`src/rtl/sram_mbist_ctrl_if.sv`:
```
// rtl/sram_mbist_ctrl_if.sv - MBIST controller bundle: start/status, SRAM port and diagnostics
interface sram_mbist_ctrl_if #(
    parameter int ADDR_W = 8,
    parameter int DATA_W = 8
);
    logic              start_i;
    logic              busy_o;
    logic              done_o;
    logic              fail_o;
    logic              mem_en_o;
    logic              w_en_o;
    logic [ADDR_W-1:0] w_addr_o;
    logic [DATA_W-1:0] w_data_o;
    logic              r_en_o;
    logic [ADDR_W-1:0] r_addr_o;
    logic [DATA_W-1:0] r_data_i;
    logic [ADDR_W-1:0] fail_addr_o;
    logic [DATA_W-1:0] fail_exp_o;
    logic [DATA_W-1:0] fail_act_o;
    logic [2:0]        fail_elem_o;

    modport master (
        input  start_i, r_data_i,
        output busy_o, done_o, fail_o, mem_en_o,
        output w_en_o, w_addr_o, w_data_o, r_en_o, r_addr_o,
        output fail_addr_o, fail_exp_o, fail_act_o, fail_elem_o
    );

    modport slave (
        output start_i, r_data_i,
        input  busy_o, done_o, fail_o, mem_en_o,
        input  w_en_o, w_addr_o, w_data_o, r_en_o, r_addr_o,
        input  fail_addr_o, fail_exp_o, fail_act_o, fail_elem_o
    );
endinterface

```
`src/rtl/sram_mbist_ctrl.sv`:
```
// rtl/sram_mbist_ctrl.sv - March C- MBIST controller; MBIST_DIAG_EN enables first-fail capture
module sram_mbist_ctrl #(
    parameter int ADDR_W = 8,
    parameter int DATA_W = 8
) (
    input  logic               clk,
    input  logic               rst,
    sram_mbist_ctrl_if.master  bus
);

    typedef enum logic [1:0] {
        IDLE  = 2'd0,
        RUN   = 2'd1,
        DRAIN = 2'd2,
        DONE  = 2'd3
    } state_t;

    localparam logic [ADDR_W-1:0] ADDR_MAX  = '1;
    localparam logic [ADDR_W-1:0] ADDR_ZERO = '0;
    localparam logic [ADDR_W-1:0] ADDR_ONE  = {{(ADDR_W-1){1'b0}}, 1'b1};
    localparam logic [DATA_W-1:0] ONES      = '1;
    localparam logic [DATA_W-1:0] ZEROS     = '0;

    state_t            state, state_nxt;
    logic [2:0]        elem, elem_nxt;
    logic [ADDR_W-1:0] addr, addr_nxt;
    logic              wr_phase, wr_nxt;
    logic              w_en_q, w_en_nxt;
    logic              r_en_q, r_en_nxt;
    logic [DATA_W-1:0] w_data_q, w_data_nxt;
    logic [DATA_W-1:0] exp_q, exp_nxt;
    logic [2:0]        elem_inc;

    logic              cmp_vld;
    logic [DATA_W-1:0] cmp_exp;
    logic              fail_q;
    logic              start_acc;
    logic              miscompare;

    // Elements M3/M4 walk downwards; M1..M4 are read-then-write pairs.
    function automatic logic elem_down(input logic [2:0] e);
        return (e == 3'd3) || (e == 3'd4);
    endfunction

    function automatic logic elem_pair(input logic [2:0] e);
        return (e >= 3'd1) && (e <= 3'd4);
    endfunction

    assign start_acc  = (state == IDLE) && bus.start_i;
    assign miscompare = cmp_vld && (bus.r_data_i != cmp_exp);
    assign elem_inc   = elem + 3'd1;

    always_ff @(posedge clk) begin
        if (rst) begin
            state    <= IDLE;
            elem     <= 3'd0;
            addr     <= '0;
            wr_phase <= 1'b0;
            w_en_q   <= 1'b0;
            r_en_q   <= 1'b0;
            w_data_q <= '0;
            exp_q    <= '0;
            cmp_vld  <= 1'b0;
            cmp_exp  <= '0;
            fail_q   <= 1'b0;
        end else begin
            state    <= state_nxt;
            elem     <= elem_nxt;
            addr     <= addr_nxt;
            wr_phase <= wr_nxt;
            w_en_q   <= w_en_nxt;
            r_en_q   <= r_en_nxt;
            w_data_q <= w_data_nxt;
            exp_q    <= exp_nxt;
            cmp_vld  <= r_en_q;
            cmp_exp  <= exp_q;
            if (start_acc) begin
                fail_q <= 1'b0;
            end else if (miscompare) begin
                fail_q <= 1'b1;
            end
        end
    end

    always_comb begin
        state_nxt  = state;
        elem_nxt   = elem;
        addr_nxt   = addr;
        wr_nxt     = wr_phase;
        w_en_nxt   = 1'b0;
        r_en_nxt   = 1'b0;
        w_data_nxt = w_data_q;
        exp_nxt    = exp_q;
        case (state)
            IDLE: begin
                if (bus.start_i) begin
                    state_nxt = RUN;
                    elem_nxt  = 3'd0;
                    addr_nxt  = '0;
                    wr_nxt    = 1'b1;
                end
            end
            RUN: begin
                if (elem_pair(elem) && !wr_phase) begin
                    wr_nxt = 1'b1;
                end else if (addr == (elem_down(elem) ? ADDR_ZERO : ADDR_MAX)) begin
                    if (elem == 3'd5) begin
                        state_nxt = DRAIN;
                    end else begin
                        // every element after M0 opens with a read
                        elem_nxt = elem_inc;
                        addr_nxt = elem_down(elem_inc) ? ADDR_MAX : ADDR_ZERO;
                        wr_nxt   = 1'b0;
                    end
                end else begin
                    addr_nxt = elem_down(elem) ? addr - ADDR_ONE : addr + ADDR_ONE;
                    wr_nxt   = (elem == 3'd0);
                end
            end
            DRAIN: state_nxt = DONE;
            DONE:  state_nxt = IDLE;
            default: state_nxt = IDLE;
        endcase
        if (state_nxt == RUN) begin
            w_en_nxt   = wr_nxt;
            r_en_nxt   = !wr_nxt;
            w_data_nxt = ((elem_nxt == 3'd1) || (elem_nxt == 3'd3)) ? ONES : ZEROS;
            exp_nxt    = ((elem_nxt == 3'd2) || (elem_nxt == 3'd4)) ? ONES : ZEROS;
        end
    end

    assign bus.busy_o   = (state == RUN) || (state == DRAIN);
    assign bus.mem_en_o = bus.busy_o;
    assign bus.done_o   = (state == DONE);
    assign bus.fail_o   = fail_q;
    assign bus.w_en_o   = w_en_q;
    assign bus.r_en_o   = r_en_q;
    assign bus.w_addr_o = addr;
    assign bus.r_addr_o = addr;
    assign bus.w_data_o = w_data_q;

`ifdef MBIST_DIAG_EN
    logic [ADDR_W-1:0] cmp_addr;
    logic [2:0]        cmp_elem;
    logic [ADDR_W-1:0] diag_addr;
    logic [DATA_W-1:0] diag_exp;
    logic [DATA_W-1:0] diag_act;
    logic [2:0]        diag_elem;

    // Only the first miscompare of a run is kept; fail_q marks it already taken.
    always_ff @(posedge clk) begin
        if (rst) begin
            cmp_addr  <= '0;
            cmp_elem  <= 3'd0;
            diag_addr <= '0;
            diag_exp  <= '0;
            diag_act  <= '0;
            diag_elem <= 3'd0;
        end else begin
            cmp_addr <= addr;
            cmp_elem <= elem;
            if (start_acc) begin
                diag_addr <= '0;
                diag_exp  <= '0;
                diag_act  <= '0;
                diag_elem <= 3'd0;
            end else if (miscompare && !fail_q) begin
                diag_addr <= cmp_addr;
                diag_exp  <= cmp_exp;
                diag_act  <= bus.r_data_i;
                diag_elem <= cmp_elem;
            end
        end
    end

    assign bus.fail_addr_o = diag_addr;
    assign bus.fail_exp_o  = diag_exp;
    assign bus.fail_act_o  = diag_act;
    assign bus.fail_elem_o = diag_elem;
`else
    assign bus.fail_addr_o = '0;
    assign bus.fail_exp_o  = '0;
    assign bus.fail_act_o  = '0;
    assign bus.fail_elem_o = 3'd0;
`endif

endmodule
```
`src/flat_wrapper.sv`:
```
// flat-port wrapper written by rule: the top's interface ports become plain ports
module sram_mbist_ctrl_flat 
#(
    parameter int ADDR_W = 8,
    parameter int DATA_W = 8
)
  (clk, rst, bus_start_i, bus_r_data_i, bus_busy_o, bus_done_o, bus_fail_o, bus_mem_en_o, bus_w_en_o, bus_w_addr_o, bus_w_data_o, bus_r_en_o, bus_r_addr_o, bus_fail_addr_o, bus_fail_exp_o, bus_fail_act_o, bus_fail_elem_o);
  sram_mbist_ctrl_if #(.ADDR_W(ADDR_W), .DATA_W(DATA_W)) bus_i ();
  input  logic clk;
  input  logic rst;
  input wire logic [$bits(bus_i.start_i)-1:0] bus_start_i;
  input wire logic [$bits(bus_i.r_data_i)-1:0] bus_r_data_i;
  output wire logic [$bits(bus_i.busy_o)-1:0] bus_busy_o;
  output wire logic [$bits(bus_i.done_o)-1:0] bus_done_o;
  output wire logic [$bits(bus_i.fail_o)-1:0] bus_fail_o;
  output wire logic [$bits(bus_i.mem_en_o)-1:0] bus_mem_en_o;
  output wire logic [$bits(bus_i.w_en_o)-1:0] bus_w_en_o;
  output wire logic [$bits(bus_i.w_addr_o)-1:0] bus_w_addr_o;
  output wire logic [$bits(bus_i.w_data_o)-1:0] bus_w_data_o;
  output wire logic [$bits(bus_i.r_en_o)-1:0] bus_r_en_o;
  output wire logic [$bits(bus_i.r_addr_o)-1:0] bus_r_addr_o;
  output wire logic [$bits(bus_i.fail_addr_o)-1:0] bus_fail_addr_o;
  output wire logic [$bits(bus_i.fail_exp_o)-1:0] bus_fail_exp_o;
  output wire logic [$bits(bus_i.fail_act_o)-1:0] bus_fail_act_o;
  output wire logic [$bits(bus_i.fail_elem_o)-1:0] bus_fail_elem_o;
  assign bus_i.start_i = bus_start_i;
  assign bus_i.r_data_i = bus_r_data_i;
  assign bus_busy_o = bus_i.busy_o;
  assign bus_done_o = bus_i.done_o;
  assign bus_fail_o = bus_i.fail_o;
  assign bus_mem_en_o = bus_i.mem_en_o;
  assign bus_w_en_o = bus_i.w_en_o;
  assign bus_w_addr_o = bus_i.w_addr_o;
  assign bus_w_data_o = bus_i.w_data_o;
  assign bus_r_en_o = bus_i.r_en_o;
  assign bus_r_addr_o = bus_i.r_addr_o;
  assign bus_fail_addr_o = bus_i.fail_addr_o;
  assign bus_fail_exp_o = bus_i.fail_exp_o;
  assign bus_fail_act_o = bus_i.fail_act_o;
  assign bus_fail_elem_o = bus_i.fail_elem_o;
  sram_mbist_ctrl #(.ADDR_W(ADDR_W), .DATA_W(DATA_W)) u_core (.clk(clk), .rst(rst), .bus(bus_i));
endmodule
```
`config.mk`:
```
export PLATFORM = sky130hd
export DESIGN_NAME = sram_mbist_ctrl_flat
export DESIGN_NICKNAME = d
export VERILOG_FILES = /design/src/rtl/sram_mbist_ctrl_if.sv /design/src/rtl/sram_mbist_ctrl.sv /design/src/flat_wrapper.sv
export SDC_FILE = /design/constraint.sdc
export NUM_CORES = 1
export LEC_CHECK = 0
export ABC_AREA = 1
export BUFFER_PORTS_ARGS = -buffer_cell sky130_fd_sc_hd__buf_2
export CAP_MARGIN = 25
export CORE_MARGIN = 2
export CORE_UTILIZATION = 45
export CTS_CLUSTER_SIZE = 24
export DETAILED_ROUTE_END_ITERATION = 8
export GPL_TIMING_DRIVEN = 0
export PLACE_DENSITY = 0.75
export SYNTH_ARGS = -nofsm -noshare
export SYNTH_HDL_FRONTEND = slang
export SYNTH_SLANG_ARGS = --single-unit
```
`constraint.sdc`:
```
create_clock -name clk -period 2.3 [get_ports clk]
set_input_delay 0.23 -clock clk [delete_from_list [all_inputs] [get_ports clk]]
set_output_delay 0.23 -clock clk [all_outputs]
set_load 0.02 [all_outputs]
```
-- Yosys cells after proc, flatten, opt, wreduce, memory -nomap -nowiden
Cells that the tools add are included.
- add/subtract/negate cells: 3
- $lt $le $gt $ge: 2
- equal/unequal tests: 18
- multiplexer cells: 25
- bitwise logic cells: 1
- reduce and logical (&&, ||, !) cells: 17
- operator list (cell ; number):
    $mux 8 ; 9
    $pmux 8 s2 ; 1
    $eq 3x2->1 const B ; 4
    $eq 3x3->1 const B ; 4
    $mux 3 ; 4
    $add 8x1->8 const B ; 1
    $eq 8x8->1 ; 1
    $mux 2 ; 4
    $ne 8x8->1 ; 1
    $pmux 2 s4 ; 1
    $sub 8x1->8 const B ; 1
    $pmux 3 s2 ; 1
    $logic_or 1x1->1 ; 5
    $eq 2x1->1 const B ; 2
    $eq 2x2->1 const B ; 2
    $logic_and 1x1->1 ; 4
    $mux 1 ; 4
    $ne 2x2->1 const B ; 2
    $reduce_and 4->1 ; 1
    $reduce_or 2->1 ; 2
    $add 3x1->3 const B ; 1
    $eq 3x1->1 const B ; 1
    $ge 3x1->1 const B ; 1
    $le 3x3->1 const B ; 1
    7 further kinds ; 8
- bits in registers: 42
- word-level logic and storage cells: 77

-- Depth between registers and ports, before layout
- word-level depth: 10
- gate-level depth with buffers: 22

-- Least setup slack after synthesis
No wires, ideal clock.
- path kind: register to register
- start: reg u_core.elem[1]
- end: reg u_core.w_en_q (netlist: u_core.bus.w_en_o)
- setup time: 115 ps
- arrival time: 2361 ps
- required time: 2185 ps
- slack: -176 ps
- cell stages (with the launch flop): 20
- path through: dfxtp_1 > inv_1 > ha_1 > inv_1 > nand2_1 > nand2_2 > inv_1 > ha_1 > nand2_1 > inv_1 > nand2_1 > nor2_2 > nand3_4 > buf_2 > nand3_1 > o21ai_1 > o21ai_1 > nand3_1 > nand2_1 > nor2_1
- word-level cells in the longest chain between the ends: 10
- ends and longest elaborated chain (element ; line ; source):
    start: declaration ; sram_mbist_ctrl.sv:25 ; logic [2:0] elem, elem_nxt;
    start signal: assignment ; sram_mbist_ctrl.sv:68 ; elem <= elem_nxt;
    $eq 3x2->1 / $eq 3x3->1 (equally long branches) ; sram_mbist_ctrl.sv:42 ; return (e == 3'd3) || (e == 3'd4);
    $logic_or 1x1->1 ; sram_mbist_ctrl.sv:42 ;
    $mux 8 ; sram_mbist_ctrl.sv:106 ; end else if (addr == (elem_down(elem) ? ADDR_ZERO : ADDR_MAX)) begin
    $eq 8x8->1 ; sram_mbist_ctrl.sv:106 ;
    $mux 2 ; sram_mbist_ctrl.sv:106 ;
    $mux 2 ; sram_mbist_ctrl.sv:104 ; if (elem_pair(elem) && !wr_phase) begin
    $pmux 2 s4 ; sram_mbist_ctrl.sv:94 ; case (state)
    $eq 2x1->1 ; sram_mbist_ctrl.sv:124 ; if (state_nxt == RUN) begin
    $not 1->1 (no line) ; n/a ;
    $reduce_or 2->1 (no line) ; n/a ;
    end signal: assignment ; sram_mbist_ctrl.sv:71 ; w_en_q <= w_en_nxt;
    end: declaration ; sram_mbist_ctrl.sv:28 ; logic w_en_q, w_en_nxt;
Several ways; a longest one is shown, not always the timed one.
A chain may end at the register's enable or synchronous reset.

-- Worst setup path after layout
- start: reg u_core.elem[1]
- end: reg u_core.addr[2] (netlist: u_core.bus.r_addr_o[2])
- word-level cells in the longest chain between the ends: 8
- ends and longest elaborated chain (element ; line ; source):
    $add 3x1->3 ; sram_mbist_ctrl.sv:51 ; assign elem_inc = elem + 3'd1;
    $eq 3x2->1 / $eq 3x3->1 (equally long branches) ; sram_mbist_ctrl.sv:42 ;
    $logic_or 1x1->1 ; sram_mbist_ctrl.sv:42 ;
    $mux 8 ; sram_mbist_ctrl.sv:112 ; addr_nxt = elem_down(elem_inc) ? ADDR_MAX : ADDR_ZERO;
    $mux 8 ; sram_mbist_ctrl.sv:107 ; if (elem == 3'd5) begin
    $mux 8 ; sram_mbist_ctrl.sv:106 ;
    $mux 8 ; sram_mbist_ctrl.sv:104 ;
    $pmux 8 s2 ; sram_mbist_ctrl.sv:94 ;
    end signal: assignment ; sram_mbist_ctrl.sv:69 ; addr <= addr_nxt;
    end: declaration ; sram_mbist_ctrl.sv:26 ; logic [ADDR_W-1:0] addr, addr_nxt;
Several ways; a longest one is shown, not always the timed one. The select of a mux whose other input is x is not followed.

==> run metrics <==
sum of buffers and inverters on the critical path 6; Post-Synthesis Cells approximately 280; number of flops mapped to enable cells by yosys 0; number of global-route vias before repair between 1500 and 2000; number of hold violations in the final report 0; internal cell power about 0.00067 W; total of warnings raised by yosys 0; Overflow after GRT 0; number of nets in the layout between 300 and 400; FF+latch count, synth 21; maximum fanout encountered on the critical timing path 8; worst endpoint required time 2.43 ns; number of I/O port buffers 39; wire length of the first global-routing pass 6360 µm; CP Cell Sequence inv_6 -> ha_4 -> inv_4 -> nand2_4 -> nand2_4 -> clkinvlp_4 -> buf_12 -> ha_4 -> nand2_4 -> inv_2 -> nand2_2 -> nor2_4 -> nand3_4 -> o21ai_2 -> a21o_1 -> buf_6 -> nor2_8 -> nand2_1 -> a21oi_1; kind of cell adding the most delay to the critical path simple AND/OR/NAND/NOR gates; final count of negative-setup-slack endpoints 15; final weighted congestion in routability-driven placement slightly below 0.9; Avg Cell Area, Syn just under 7 µm²; All-Layer GR Usage 17.9%; average wire length per cell after detail routing about 11 µm; worst-case vdd ir drop between 0.2 and 0.3 mV; total clock buffers created by CTS 3; clk slew on worst S/H paths around 0.080 ns; switching part of the total power 36.7%; antenna diode instance count 0; worst setup slack for register-to-register paths -0.26 ns; full die area 4640 µm²; leakage power of the design around 1.4 nW; Least-Margin Pin Slew roughly 0.64 ns; setup slack after layout -0.265 ns; maximum level of the CTS H-tree 1; count of clock tree sinks 21; violations in the final reports setup timing; cell repeated most along the worst path sky130_fd_sc_hd__nand2_4; DP HPWL about 3000 µm; hold_buf cts 0; vias 1863; ys flop type sky130_fd_sc_hd__dfxtp_1; Syn-to-layout area delta 41.3%; insertion delay to the later sink of the worst-skew pair between 0.2 and 0.3 ns; portion of total power attributed to combinational logic a little under two fifths; delay of the slowest critical-path stage between 0.3 and 0.4 ns; die width about 68 µm; buffer depth of the longest clock path 2; Std-Cell Core Area between 3000 and 4000 µm²; reg-to-reg critical path startpoint u_core.elem[1]; number of different library cells in the post-synthesis netlist 32; endpoint kind of the worst setup timing path register; sequential power share ~38%; clock tree from TritonCTS done; clock group share of total power approximately a quarter; instance count along the most critical hold path 4; number of nets with antenna violations after detailed routing 0; initial standard-cell utilization of the core around 47%; worst min-delay path class input port to register; Pwr Density between 400 and 500 nW/µm²; status finished with violations; depth of the most critical reg-to-reg path 19; hold path startpoint bus_start_i; antenna violations before repair 0; pin count of the biggest net entering global routing 13; slowest cell on the critical path sky130_fd_sc_hd__dfxtp_4; drt total wl approximately 4300 µm; Critical R2R Capture u_core.bus.r_addr_o[2]; Row Count 23; Max-cap violations 0; max frequency just under 400 MHz; startpoint kind of the worst setup timing path register; worst hold slack across all endpoints 0.329 ns; Top-Level Pins 68; sequential share of the synthesized area about 23%; RSZ-0062 raised after global routing true; share of layout cells above drive strength 1 ~45%; final worst path period need 2.56 ns; hold worst-path end u_core.bus.fail_o; net switching power 0.000385 W; vias per std cell 4.56; Max transition margin approximately 57%; DR DRC count 0; Critical Setup Path Class register to register; number of DRC markers in iteration 0 93; non-filler instance count after layout 409; # placed instances between 300 and 400; leading cell types in the layout, fill and taps excluded sky130_fd_sc_hd__nand2_1 (56), sky130_fd_sc_hd__buf_4 (56), sky130_fd_sc_hd__buf_2 (40); first drt pass iteration count 5; worst path arrival time roughly 2.7 ns; Post-Syn Area 1850 µm²; root buffer cell sky130_fd_sc_hd__clkbuf_8; Vert. Die Dim between 60 and 70 µm; Synth async-reset ratio 0%; Clock Skews 0.000884 ns; Final Cycle Share 112%; count of pins over their slew limit 0
-- kinds of logic after synthesis --
kind of cell,synth area share [%]
xor gates and xnor gates,2.84
AOI/OAI and AO/OA,10.8
adders and majority gates,9.88
other,0.203
and+or+nand+nor,28.3
buffers and inverters,25.2
DFF,22.7
-- how the worst max path moves through the flow --
stage | startpoint | end | slack [ns] | cells after the start
floorplan | u_core.elem[1] | u_core.bus.r_addr_o[3] | -0.17 | 18
global placement | u_core.elem[0] | u_core.bus.w_en_o | -0.40 | 19
detailed placement | u_core.elem[0] | u_core.bus.r_addr_o[2] | -0.42 | 18
CTS | u_core.elem[0] | u_core.bus.r_addr_o[5] | -0.15 | 19
global route | u_core.elem[0] | u_core.bus.r_addr_o[2] | -0.38 | 19
finish | u_core.elem[1] | u_core.bus.r_addr_o[2] | -0.26 | 19
-- timing repair --
item                       in CTS  in global routing
setup endpoints to repair      18                 18
cloned                          1                  0
setup buffers                  13                  1
pin swaps                      18                 22
gates resized for setup        19                 28
-- synthesized netlist by cell type, types with 3 or more instances --
cell | number | area (µm²)
sky130_fd_sc_hd__a21oi_1 | 18 | 90.1
sky130_fd_sc_hd__nand2_2 | 3 | 18.8
sky130_fd_sc_hd__o21ai_1 | 5 | 25.0
sky130_fd_sc_hd__nand2_1 | 77 | 289
sky130_fd_sc_hd__buf_4 | 43 | 323
sky130_fd_sc_hd__ha_1 | 13 | 163
sky130_fd_sc_hd__inv_1 | 31 | 116
sky130_fd_sc_hd__nor2_1 | 16 | 60.1
sky130_fd_sc_hd__o21ai_0 | 5 | 25.0
sky130_fd_sc_hd__xor2_1 | 5 | 43.8
sky130_fd_sc_hd__nand4_1 | 4 | 25.0
sky130_fd_sc_hd__dfxtp_1 | 21 | 420
sky130_fd_sc_hd__nand3_1 | 11 | 55.1
-- sequential cells by signal, summed over array words and instances (netlist names) --
register,flops
u_core.wr_phase,1
u_core.bus.fail_o,1
u_core.bus.w_en_o,1
u_core.bus.r_addr_o,8
u_core.elem,3
u_core.bus.r_en_o,1
u_core.exp_q,1
u_core.bus.w_data_o,1
u_core.cmp_exp,1
u_core.cmp_vld,1
u_core.state,2
-- through the flow --
stage	setup WS (ns)	cell area, µm²	total power [W]	util, %	setup TNS, ns
detailed placement	-0.419	2300	0.000756	58.0	-6.15
CTS	-0.148	2530	0.00104	63.7	-1.64
finish	-0.265	2610	0.00105	65.8	-3.05
floorplan	-0.165	2040	0.000689	-	-1.91
global route	-0.378	2610	0.00112	65.8	-5.12
global placement	-0.396	2300	0.000752	58.0	-5.77
-- metal layers --
layer / vias to the layer above / share of wire (%) / track usage, %
li1: 972 / - / -
met1: 827 / 41 / 20.5
met2: 58 / 53 / 33.0
met3: 6 / 5.2 / 2.80
met4: 0 / 1.0 / 6.50
met5: - / 0 / 0
-- power groups by stage --
stage	clock, W	combinational (W)	sequential [W]
2_1_floorplan	0	0.000274	0.000414
3_3_place_gp	0	0.000345	0.000407
3_5_place_dp	0	0.000349	0.000407
4_1_cts	0.000263	0.000380	0.000398
5_1_grt	0.000276	0.000441	0.000400
6_report	0.000250	0.000403	0.000397
-- worst register-to-register path: stages, from the launching register on --
cell	delay [ns]
sky130_fd_sc_hd__dfxtp_4	0.39
sky130_fd_sc_hd__inv_6	0.05
sky130_fd_sc_hd__ha_4	0.17
sky130_fd_sc_hd__inv_4	0.06
sky130_fd_sc_hd__nand2_4	0.05
sky130_fd_sc_hd__nand2_4	0.08
sky130_fd_sc_hd__clkinvlp_4	0.09
sky130_fd_sc_hd__buf_12	0.15
sky130_fd_sc_hd__ha_4	0.28
sky130_fd_sc_hd__nand2_4	0.05
sky130_fd_sc_hd__inv_2	0.04
sky130_fd_sc_hd__nand2_2	0.05
sky130_fd_sc_hd__nor2_4	0.14
sky130_fd_sc_hd__nand3_4	0.14
sky130_fd_sc_hd__o21ai_2	0.15
sky130_fd_sc_hd__a21o_1	0.16
sky130_fd_sc_hd__buf_6	0.15
sky130_fd_sc_hd__nor2_8	0.06
sky130_fd_sc_hd__nand2_1	0.09
sky130_fd_sc_hd__a21oi_1	0.07
-- cell type report --
cell class | count | area, µm²
Clock buffer | 3 | 41.3
Timing Repair Buffer | 54 | 318
Clock inverter | 1 | 5.00
Multi-Input combinational cell | 201 | 1270
Inverter | 32 | 134
Buffer | 47 | 353
Tap cell | 50 | 62.6
Fill cell | 361 | 1360
Sequential cell | 21 | 428
Note: power is estimated with default switching activity, not from simulation.
